### src/rtl/rle_pkg.sv
// Shared types for the binary-mask run-length encoder: default run width,
// reference word layout and the line FSM states.
package rle_pkg;

  localparam int RLE_LEN_W = 11;

  typedef enum logic {
    IDLE = 1'b0,
    RUN  = 1'b1
  } rle_state_e;

  // Word layout at the default width; the encoder builds the same layout at its own LEN_W.
  typedef struct packed {
    logic [RLE_LEN_W-1:0] len;
    logic                 sym;
    logic                 eol;
  } rle_word_t;

endpackage

### src/rtl/rle_run_encoder_if.sv
// Pixel-in / run-word-out valid/ready streams of the run-length encoder.
interface rle_run_encoder_if
  import rle_pkg::*;
#(
  parameter int LEN_W = RLE_LEN_W
) ();

  logic             in_valid;
  logic             in_ready;
  logic             in_bit;
  logic             in_sol;
  logic             in_eol;
  logic             out_valid;
  logic             out_ready;
  logic [LEN_W-1:0] out_len;
  logic             out_sym;
  logic             out_eol;

  modport master (
    output in_valid, in_bit, in_sol, in_eol, out_ready,
    input  in_ready, out_valid, out_len, out_sym, out_eol
  );

  modport slave (
    input  in_valid, in_bit, in_sol, in_eol, out_ready,
    output in_ready, out_valid, out_len, out_sym, out_eol
  );

endinterface

### src/rtl/rle_out_fifo.sv
// Circular word buffer taking up to three pushes and one pop per cycle.
// The head word reads as zero while the buffer is empty.
module rle_out_fifo #(
  parameter  int WORD_W    = 13,
  parameter  int BUF_DEPTH = 4,
  localparam int CNT_W     = $clog2(BUF_DEPTH + 1)
) (
  input  logic              CLK,
  input  logic              reset_n,
  input  logic [1:0]        push_cnt,
  input  logic [WORD_W-1:0] push_w0,
  input  logic [WORD_W-1:0] push_w1,
  input  logic [WORD_W-1:0] push_w2,
  input  logic              pop,
  output logic              rd_valid,
  output logic [WORD_W-1:0] rd_word,
  output logic [CNT_W-1:0]  free
);

  localparam int PTR_W = $clog2(BUF_DEPTH);

  logic [WORD_W-1:0] mem [BUF_DEPTH];
  logic [WORD_W-1:0] push_w [3];
  logic [PTR_W-1:0]  rd_ptr, wr_ptr;
  logic [CNT_W-1:0]  used;
  logic              do_pop;

  // Depth need not be a power of two; n <= 3 < depth, so one subtract wraps.
  function automatic logic [PTR_W-1:0] ptr_add(input logic [PTR_W-1:0] p, input logic [1:0] n);
    logic [PTR_W:0] s;
    s = {1'b0, p} + {{(PTR_W-1){1'b0}}, n};
    if (s >= (PTR_W+1)'(BUF_DEPTH)) s = s - (PTR_W+1)'(BUF_DEPTH);
    return s[PTR_W-1:0];
  endfunction

  assign push_w[0] = push_w0;
  assign push_w[1] = push_w1;
  assign push_w[2] = push_w2;

  assign rd_valid = (used != '0);
  assign do_pop   = pop & rd_valid;
  assign rd_word  = rd_valid ? mem[rd_ptr] : '0;
  assign free     = CNT_W'(BUF_DEPTH) - used;

  always_ff @(posedge CLK) begin
    for (int i = 0; i < 3; i++) begin
      if (2'(i) < push_cnt) mem[ptr_add(wr_ptr, 2'(i))] <= push_w[i];
    end
  end

  always_ff @(posedge CLK or negedge reset_n) begin
    if (!reset_n) begin
      rd_ptr <= '0;
      wr_ptr <= '0;
      used   <= '0;
    end else begin
      wr_ptr <= ptr_add(wr_ptr, push_cnt);
      if (do_pop) rd_ptr <= ptr_add(rd_ptr, 2'd1);
      used <= used + CNT_W'(push_cnt) - CNT_W'(do_pop);
    end
  end

endmodule

### src/rtl/rle_run_encoder.sv
// Line-oriented run-length encoder for 1-bit mask pixels; every line opens
// with a symbol-0 run and runs longer than MAX_RUN are split with a zero run.
//
//   state | meaning
//   IDLE  | between lines, waiting for a pixel marked in_sol
//   RUN   | inside a line, extending the current run
module rle_run_encoder
  import rle_pkg::*;
#(
  parameter int LEN_W     = RLE_LEN_W,
  parameter int BUF_DEPTH = 4
) (
  input  logic                CLK,
  input  logic                reset_n,
  rle_run_encoder_if.slave    bus,
  output logic                err
);

  typedef struct packed {
    logic [LEN_W-1:0] len;
    logic             sym;
    logic             eol;
  } word_t;

  localparam int               WORD_W  = $bits(word_t);
  localparam int               CNT_W   = $clog2(BUF_DEPTH + 1);
  localparam logic [LEN_W-1:0] MAX_RUN = '1;

  rle_state_e       state, state_nx;
  logic [LEN_W-1:0] count, count_nx;
  logic             sym, sym_nx, err_nx;
  logic             accept, line_start, rd_valid;
  logic [1:0]       n_push;
  word_t            w [3];
  word_t            rd;
  logic [CNT_W-1:0] free;

  assign accept = bus.in_valid & bus.in_ready;

  always_comb begin
    state_nx   = state;
    count_nx   = count;
    sym_nx     = sym;
    err_nx     = err;
    n_push     = 2'd0;
    line_start = 1'b0;
    w[0]       = '0;
    w[1]       = '0;
    w[2]       = '0;
    if (accept) begin
      if (state == IDLE && !bus.in_sol) begin
        err_nx = 1'b1;
      end else begin
        line_start = (state == IDLE) || bus.in_sol;
        if (state == RUN && bus.in_sol) begin
          w[n_push] = '{len: count, sym: sym, eol: 1'b1};
          n_push    = n_push + 2'd1;
          err_nx    = 1'b1;
        end
        if (line_start) begin
          if (bus.in_bit) begin
            w[n_push] = '{len: '0, sym: 1'b0, eol: 1'b0};
            n_push    = n_push + 2'd1;
          end
          sym_nx   = bus.in_bit;
          count_nx = LEN_W'(1);
        end else if (bus.in_bit != sym) begin
          w[n_push] = '{len: count, sym: sym, eol: 1'b0};
          n_push    = n_push + 2'd1;
          sym_nx    = ~sym;
          count_nx  = LEN_W'(1);
        end else if (count == MAX_RUN) begin
          // Split a saturated run with an empty run of the other symbol.
          w[n_push] = '{len: MAX_RUN, sym: sym, eol: 1'b0};
          w[n_push + 2'd1] = '{len: '0, sym: ~sym, eol: 1'b0};
          n_push    = n_push + 2'd2;
          count_nx  = LEN_W'(1);
        end else begin
          count_nx = count + LEN_W'(1);
        end
        if (bus.in_eol) begin
          w[n_push] = '{len: count_nx, sym: sym_nx, eol: 1'b1};
          n_push    = n_push + 2'd1;
          state_nx  = IDLE;
        end else begin
          state_nx = RUN;
        end
      end
    end
  end

  always_ff @(posedge CLK or negedge reset_n) begin
    if (!reset_n) begin
      state <= IDLE;
      count <= '0;
      sym   <= 1'b0;
      err   <= 1'b0;
    end else begin
      state <= state_nx;
      count <= count_nx;
      sym   <= sym_nx;
      err   <= err_nx;
    end
  end

  rle_out_fifo #(
    .WORD_W    (WORD_W),
    .BUF_DEPTH (BUF_DEPTH)
  ) u_fifo (
    .CLK      (CLK),
    .reset_n  (reset_n),
    .push_cnt (n_push),
    .push_w0  (w[0]),
    .push_w1  (w[1]),
    .push_w2  (w[2]),
    .pop      (bus.out_ready),
    .rd_valid (rd_valid),
    .rd_word  (rd),
    .free     (free)
  );

  // Three free slots cover the worst-case three pushes of the next accepted pixel.
  assign bus.in_ready  = (free >= CNT_W'(3));
  assign bus.out_valid = rd_valid;
  assign bus.out_len   = rd.len;
  assign bus.out_sym   = rd.sym;
  assign bus.out_eol   = rd.eol;

endmodule

### src/flat_wrapper.sv
// flat-port wrapper written by rule: the top's interface ports become plain ports
module rle_run_encoder_flat import rle_pkg::*;
#(
  parameter int LEN_W     = RLE_LEN_W,
  parameter int BUF_DEPTH = 4
)
  (CLK, reset_n, err, bus_in_valid, bus_in_bit, bus_in_sol, bus_in_eol, bus_out_ready, bus_in_ready, bus_out_valid, bus_out_len, bus_out_sym, bus_out_eol);
  rle_run_encoder_if #(.LEN_W(LEN_W)) bus_i ();
  input  logic CLK;
  input  logic reset_n;
  output logic err;
  input wire logic [$bits(bus_i.in_valid)-1:0] bus_in_valid;
  input wire logic [$bits(bus_i.in_bit)-1:0] bus_in_bit;
  input wire logic [$bits(bus_i.in_sol)-1:0] bus_in_sol;
  input wire logic [$bits(bus_i.in_eol)-1:0] bus_in_eol;
  input wire logic [$bits(bus_i.out_ready)-1:0] bus_out_ready;
  output wire logic [$bits(bus_i.in_ready)-1:0] bus_in_ready;
  output wire logic [$bits(bus_i.out_valid)-1:0] bus_out_valid;
  output wire logic [$bits(bus_i.out_len)-1:0] bus_out_len;
  output wire logic [$bits(bus_i.out_sym)-1:0] bus_out_sym;
  output wire logic [$bits(bus_i.out_eol)-1:0] bus_out_eol;
  assign bus_i.in_valid = bus_in_valid;
  assign bus_i.in_bit = bus_in_bit;
  assign bus_i.in_sol = bus_in_sol;
  assign bus_i.in_eol = bus_in_eol;
  assign bus_i.out_ready = bus_out_ready;
  assign bus_in_ready = bus_i.in_ready;
  assign bus_out_valid = bus_i.out_valid;
  assign bus_out_len = bus_i.out_len;
  assign bus_out_sym = bus_i.out_sym;
  assign bus_out_eol = bus_i.out_eol;
  rle_run_encoder #(.LEN_W(LEN_W), .BUF_DEPTH(BUF_DEPTH)) u_core (.CLK(CLK), .reset_n(reset_n), .bus(bus_i), .err(err));
endmodule
### config.mk
export PLATFORM = sky130hd
export DESIGN_NAME = rle_run_encoder_flat
export DESIGN_NICKNAME = d
export VERILOG_FILES = /design/src/rtl/rle_pkg.sv /design/src/rtl/rle_run_encoder_if.sv /design/src/rtl/rle_out_fifo.sv /design/src/rtl/rle_run_encoder.sv /design/src/flat_wrapper.sv
export SDC_FILE = /design/constraint.sdc
export NUM_CORES = 1
export LEC_CHECK = 0
export CAP_MARGIN = 20
export CELL_PAD_IN_SITES_DETAIL_PLACEMENT = 0
export CELL_PAD_IN_SITES_GLOBAL_PLACEMENT = 1
export CORE_MARGIN = 5
export CORE_UTILIZATION = 53
export DETAILED_ROUTE_END_ITERATION = 16
export PLACE_DENSITY = 0.89
export SLEW_MARGIN = 20
export SYNTH_ARGS = -nofsm -noshare
export SYNTH_HDL_FRONTEND = slang
export SYNTH_SLANG_ARGS = --single-unit
### constraint.sdc
create_clock -name CLK -period 8.48 [get_ports CLK]
set_clock_uncertainty 0.1 [all_clocks]
set_input_delay 2.544 -clock CLK [delete_from_list [all_inputs] [get_ports CLK]]
set_output_delay 2.544 -clock CLK [all_outputs]
set_load 0.01 [all_outputs]
==> key figures, run 1 <==
Timing
  • Fin crit share: 0.7739
  • Final Hold Viols: 0
  • Slew headroom: 0.3148
  • Slew Viols, Final: 0
  • Final Critical Period: 6562 ps
  • Final setup TNS: 0 ps
  • Peak Freq: 152.4 MHz
  • Final setup vio count: 0
  • Slew @ Worst Pin: 1025 ps
  • Final setup margin: 1918 ps
  • Unrepaired setup endpoints after global routing: no

Layout
  • Area grow syn2layout: 7.213%
  • Commonest non-fill, non-tap cell in the layout: mux2i_1
  • Commonest cells after routing, fill and taps aside: mux2i_1, edfxtp_1, nand2_1
  • Cell area after layout: 6007 sq um
  • Fraction of layout cells with a size suffix above 1: 0.1172
  • Antenna Cells: 0
  • Nets: 569

Placement
  • GP Congestion: 0.8620
  • Post-DP Area: 5839 sq um
  • Port bufs: 22
  • Pre-CTS setup slack: 1515 ps
  • Final HPWL DP: 10.04 mm

Setup path
  • WS Path Type: in2reg
  • Max FO, Critical Path: 15
  • WP data arrival: 6670 ps
  • Nature of the critical path startpoint: input pin
  • R2R cell count: 11
  • Worst Path Required: 8590 ps
  • RR Endpoint: u_core.u_fifo.mem[2][7]
  • Worst r2r src: u_core.count[0]
  • Setup crit end kind: flip-flop
  • R2R Setup Slk: 4050 ps

CTS
  • CTS Sinks: 73
  • Setup repair bufs after CTS: 0
  • H-tree lvl count: 3
  • Clock transition at the registers of the reported paths: 80 ps
  • Post-CTS Resized: 0
  • Clk_lat worst skew: 350 ps
  • Hold buffer count at cts: 0
  • TritonCTS clock tree: yes
  • CTS Root Cell: clkbuf_8
  • Max clock buf depth: 2
  • Cts bufs inserted: 9

GRT
  • Largest net degree at the start of global routing: 33
  • GRT Resource Usage Total: 0.2264
  • Vias in the first global route: 4162
  • First-pass GRT wire length: 22.71 mm
  • GRT overflow: 0
  • Initial antenna violation count: 0

Yosys
  • Post-synth cell types: 72
  • Share of the synthesized area in the top cell type: 0.2787
  • Post-synth top flop: edfxtp_1
  • Biggest area consumer among synthesized cells: edfxtp_1
  • Syn_nets: 568
  • Flops & latches, synth: 73
  • Fraction of registers with async set or reset after synthesis: 0.2877
  • EDFF count, synth: 52
  • Mapped Area: 5603 sq um
  • Mapped Cells: 540
  • Synth top area cells: edfxtp_1, mux2i_1, dfrtp_1
  • Seq/Total Area, Yosys: 0.3725
  • Yosys warns: 0
  • Syn Area/Cell: 10.38 sq um

Worst hold path
  • Hold Path Depth: 1
  • Worst hold path class: reg2reg
  • Min-delay src: u_core.err
  • Hold EP: u_core.err

Drt
  • # DRC: 0
  • DR vias: 4348
  • Via density: 6.375
  • Antenna-violating nets left: 0
  • Initial DRC Count: 368
  • Post-Route WL: 14.17 mm
  • First-pass detailed-route iteration total: 5
  • WL/cell: 20.77 um

Power
  • VDD IR max: 0.0001850 V
  • Pwr per Cell Area: 282.4 nW/um^2
  • LEAKAGE: 2.332 nW

Floorplanning
  • Initial Util: 0.5427
  • Die width: 112.8 um
  • Die height: 112.8 um
  • Die ar.: 12730 sq um
  • Num rows: 37
  • Core area: 10320 sq um
  • I/O Pins: 23

Outcome
  • Status: completed

Job
  • Max cap viols: 0
-- how the worst max path moves through the flow --
| stage | slack, ps | start | cells past startpoint | end |
|---|---|---|---|---|
| after detailed placement | 1520 | bus_in_bit | 11 | u_core.u_fifo.mem[0][5] |
| final | 1920 | bus_in_bit | 12 | u_core.u_fifo.mem[0][11] |
| after global placement | 1640 | bus_in_bit | 11 | u_core.u_fifo.mem[0][10] |
| after CTS | 1870 | bus_in_bit | 11 | u_core.u_fifo.mem[0][5] |
| after global routing | 1590 | bus_in_bit | 12 | u_core.u_fifo.mem[0][11] |
| after floorplan | 2470 | bus_in_sol | 10 | u_core.u_fifo.mem[0][0] |
-- flip-flops by register name (all words and copies together), names as in the netlist --
signal,flops
u_core.err,1
u_core.sym,1
u_core.u_fifo.mem,52
u_core.state,1
u_core.u_fifo.used,3
u_core.u_fifo.rd_ptr,2
u_core.u_fifo.wr_ptr,2
u_core.count,11
-- stage by stage --
stage / hold WS, ps / power (mW) / instances / util
floorplan: 376.8 / 1.175 / 540 / -
global placement: 357.0 / 1.443 / 665 / 0.5656
finish: 401.5 / 1.696 / 682 / 0.5819
global route: 423.5 / 1.811 / 682 / 0.5819
CTS: 411.5 / 1.701 / 681 / 0.5809
detailed placement: 389.3 / 1.463 / 665 / 0.5656
-- power by group --
group          switching [mW]  internal [mW]  total [mW]
Sequential             0.0984          0.498       0.597
Clock                   0.132          0.105       0.237
Combinational           0.465          0.397       0.863
Total                   0.696           1.00        1.70
-- final cells by class --
| type | count | area, sq um |
|---|---|---|
| sequential | 73 | 2087 |
| multi-input combinational | 406 | 3224 |
| clock inverter | 4 | 22.52 |
| inverter | 19 | 71.32 |
| fill | 867 | 4317 |
| clock buffer | 12 | 135.1 |
| tap | 136 | 170.2 |
| timing repair buffer | 32 | 296.5 |
-- synthesized netlist by cell type, types with 5 or more instances --
master	number
a221oi_1	6
o22ai_1	8
ha_1	20
a211oi_1	6
buf_4	10
and2_1	15
and3_1	5
nand2_1	47
inv_1	18
mux2i_1	73
buf_2	8
o211ai_1	6
edfxtp_1	52
nor2_1	28
a21oi_1	18
dfrtp_1	21
nand3_1	19
clkbuf_1	16
xnor2_1	10
a22oi_1	6
nand2b_1	5
mux2_2	5
nor3_1	11
nor2b_1	5
mux4_2	13
o21ai_1	12
o21ai_0	25
-- cells by family after synthesis --
group / after synthesis / share of synthesized area
and+or+nand+nor: 155 / 0.1440
AOI/OAI and AO/OA: 121 / 0.1496
muxes: 92 / 0.1967
DFF: 73 / 0.3725
buffers and inverters: 61 / 0.05493
adders and majority gates: 21 / 0.04824
xor gates and xnor gates: 17 / 0.03394
-- per-layer routing --
layer,GRT usage,routed length [um]
met1,0.3250,6264
met2,0.3472,6509
met3,0.04171,1119
met4,0.07452,275
met5,0,0
-- worst max-delay path: stages --
cell	delay, ps
clkdlybuf4s50_1	740
xnor2_4	560
o311ai_4	350
and2_1	260
inv_1	80
ha_1	170
nand2_1	170
a211oi_1	770
nand2_1	240
o32ai_1	410
mux2i_1	200
mux2i_1	170
Note: power is estimated with default switching activity, not from simulation.
==> run 2, diff against run 1 <==
--- a/config.mk
+++ b/config.mk
@@ -9,9 +9,9 @@
 export CELL_PAD_IN_SITES_DETAIL_PLACEMENT = 0
 export CELL_PAD_IN_SITES_GLOBAL_PLACEMENT = 1
 export CORE_MARGIN = 5
-export CORE_UTILIZATION = 53
+export CORE_UTILIZATION = 45
 export DETAILED_ROUTE_END_ITERATION = 16
-export PLACE_DENSITY = 0.89
+export PLACE_DENSITY = 0.81
 export SLEW_MARGIN = 20
 export SYNTH_ARGS = -nofsm -noshare
 export SYNTH_HDL_FRONTEND = slang
==> constraint.sdc (replaced) <==
create_clock -name CLK -period 5.9 [get_ports CLK]
set_clock_uncertainty 0.1 [all_clocks]
set_input_delay 1.77 -clock CLK [delete_from_list [all_inputs] [get_ports CLK]]
set_output_delay 1.77 -clock CLK [all_outputs]
set_load 0.01 [all_outputs]
==> run 2 against run 1 <==
Against the previous run:
- first-iteration DRC count increased by 33%
- sequential share of layout area decreased by 1.5 points
- design area rose by 4.6%
- worst hold slack worse by 20 ps
- non-clock buffer count grew 12
- highest routed layer unchanged
- sequential power up 44%
- cell count up 6.5%
- flip-flop and latch count unchanged
- clock-buffer cell count shrank 1
- critical path depth unchanged
- global-route usage is 2.1 points lower
- combinational power rose by 47%
==> key figures, run 2 (same netlist as run 1, synthesis figures left out) <==
Drt
  • Via density: 5.993
  • Antenna-violating nets left: 0
  • WL/cell: 20.13 um
  • First-pass detailed-route iteration total: 5
  • DR vias: 4351
  • # DRC: 0
  • Post-Route WL: 14.61 mm
  • Initial DRC Count: 488

CTS
  • Post-CTS Resized: 0
  • CTS Root Cell: clkbuf_16
  • H-tree lvl count: 3
  • CTS Sinks: 73
  • Hold buffer count at cts: 0
  • Clock transition at the registers of the reported paths: 60 ps
  • Cts bufs inserted: 9
  • TritonCTS clock tree: yes
  • Setup repair bufs after CTS: 0
  • Max clock buf depth: 2
  • Clk_lat worst skew: 340 ps

Setup path
  • WS Path Type: in2reg
  • Setup crit end kind: flip-flop
  • Max FO, Critical Path: 8
  • Worst Path Required: 5970 ps
  • WP data arrival: 5370 ps
  • Nature of the critical path startpoint: input pin

Timing
  • Final setup margin: 594.0 ps
  • Unrepaired setup endpoints after global routing: no
  • Final setup TNS: 0 ps
  • Fin crit share: 0.8993
  • Peak Freq: 188.5 MHz
  • Final Hold Viols: 0
  • Final setup vio count: 0
  • Slew Viols, Final: 0
  • Slew headroom: 0.3552
  • Slew @ Worst Pin: 967.2 ps
  • Final Critical Period: 5306 ps

GRT
  • GRT Resource Usage Total: 0.2056
  • First-pass GRT wire length: 23.56 mm
  • Largest net degree at the start of global routing: 34
  • Initial antenna violation count: 0
  • Vias in the first global route: 4251
  • GRT overflow: 0

Layout
  • Multi-input gate area: 3223 sq um
  • Commonest non-fill, non-tap cell in the layout: mux2i_1
  • Commonest cells after routing, fill and taps aside: mux2i_1, edfxtp_1, nand2_1
  • Nets: 581
  • Area grow syn2layout: 12.17%
  • Largest register FFs: 52
  • # fillers: 1099
  • Register area: 2087 sq um
  • Fraction of layout cells with a size suffix above 1: 0.1380
  • Largest regs: u_core.u_fifo.mem (52), u_core.count (11), u_core.u_fifo.used (3)
  • Top reg by flops: u_core.u_fifo.mem
  • Antenna Cells: 0

Floorplanning
  • Initial Util: 0.4626
  • Die height: 121.6 um
  • Core area: 12110 sq um
  • Die ar.: 14780 sq um
  • Die width: 121.6 um
  • I/O Pins: 23
  • Num rows: 40

Power
  • Pwr per Cell Area: 431.2 nW/um^2
  • VDD IR max: 0.0001901 V
  • Power share of the combinational group: 0.468
  • Net Sw Power: 1.035 mW
  • LEAKAGE: 2.453 nW
  • Pint: 1.676 mW
  • Seq pwr share: 0.317
  • Net Sw Frac: 0.3817
  • Clock power frac: 0.215

Job
  • Max cap viols: 0

Placement
  • GP Congestion: 0.9192
  • Final HPWL DP: 10.28 mm
  • Port bufs: 22
  • Pre-CTS setup slack: 395.2 ps

Worst hold path
  • Worst hold path class: reg2reg

Outcome
  • Status: completed
-- run 2: changes by cell type in the layout (fill, tap and decap cells not counted), moves of 2 or more --
cell | previous run | this run
buf_4 | 9 | 22
bufinv_16 | 0 | 2
clkbuf_16 | 0 | 9
clkbuf_8 | 10 | 0
clkinv_2 | 3 | 1
-- run 2: area by class of cell --
class | count | area share
timing repair buffer | 44 | 0.06052
clock inverter | 5 | 0.01274
sequential | 73 | 0.3321
tap | 168 | 0.03345
multi-input combinational | 406 | 0.5128
inverter | 19 | 0.01135
clock buffer | 11 | 0.03703
-- run 2: worst paths after layout --
check,slack (ps),from,cells after the start,end
setup / recovery,590,bus_in_sol,12,u_core.u_fifo.mem[2][5]
hold / removal,380,u_core.err,1,u_core.err
setup reg to reg,2020,u_core.count[0],12,u_core.u_fifo.mem[2][5]
hold reg to reg,380,u_core.err,1,u_core.err
max in group asynchronous,4040,reset_n,1,u_core.u_fifo.used[2]
min in group asynchronous,1300,reset_n,1,u_core.err
-- run 2: power groups by stage --
stage	Sequential [mW]	Combinational [mW]	Clock [mW]
global route	0.883	1.38	0.610
floorplan	0.769	0.920	0
detailed placement	0.872	1.27	0
finish	0.860	1.27	0.583
global placement	0.862	1.24	0
CTS	0.862	1.27	0.589
-- run 2: per-stage QoR --
stage | hold slack [ps] | instance area, sq um | power [mW] | std cells | util
after global placement | 357.3 | 5977 | 2.102 | 710 | 0.4935
after detailed placement | 374.8 | 5977 | 2.142 | 710 | 0.4935
after global routing | 424.9 | 6285 | 2.876 | 726 | 0.5189
after floorplan | 376.8 | 5603 | 1.689 | 540 | -
final | 381.9 | 6285 | 2.710 | 726 | 0.5189
after CTS | 391.1 | 6290 | 2.725 | 726 | 0.5193
-- run 2: metal layers --
metal  wire length (um)  GRT usage
met2               6858     0.3326
met5                  0          0
met3                779    0.03668
met1               6765     0.2880
met4                210    0.04972
-- run 2: worst max-delay path, stage by stage --
cell and delay [ps]:
clkdlybuf4s50_1 510, ha_1 330, xor3_1 510, mux2i_4 270
inv_1 80, ha_1 220, nand2_1 90, and3_1 370
nand2_2 160, o32ai_1 680, mux2i_1 170, mux2i_1 210
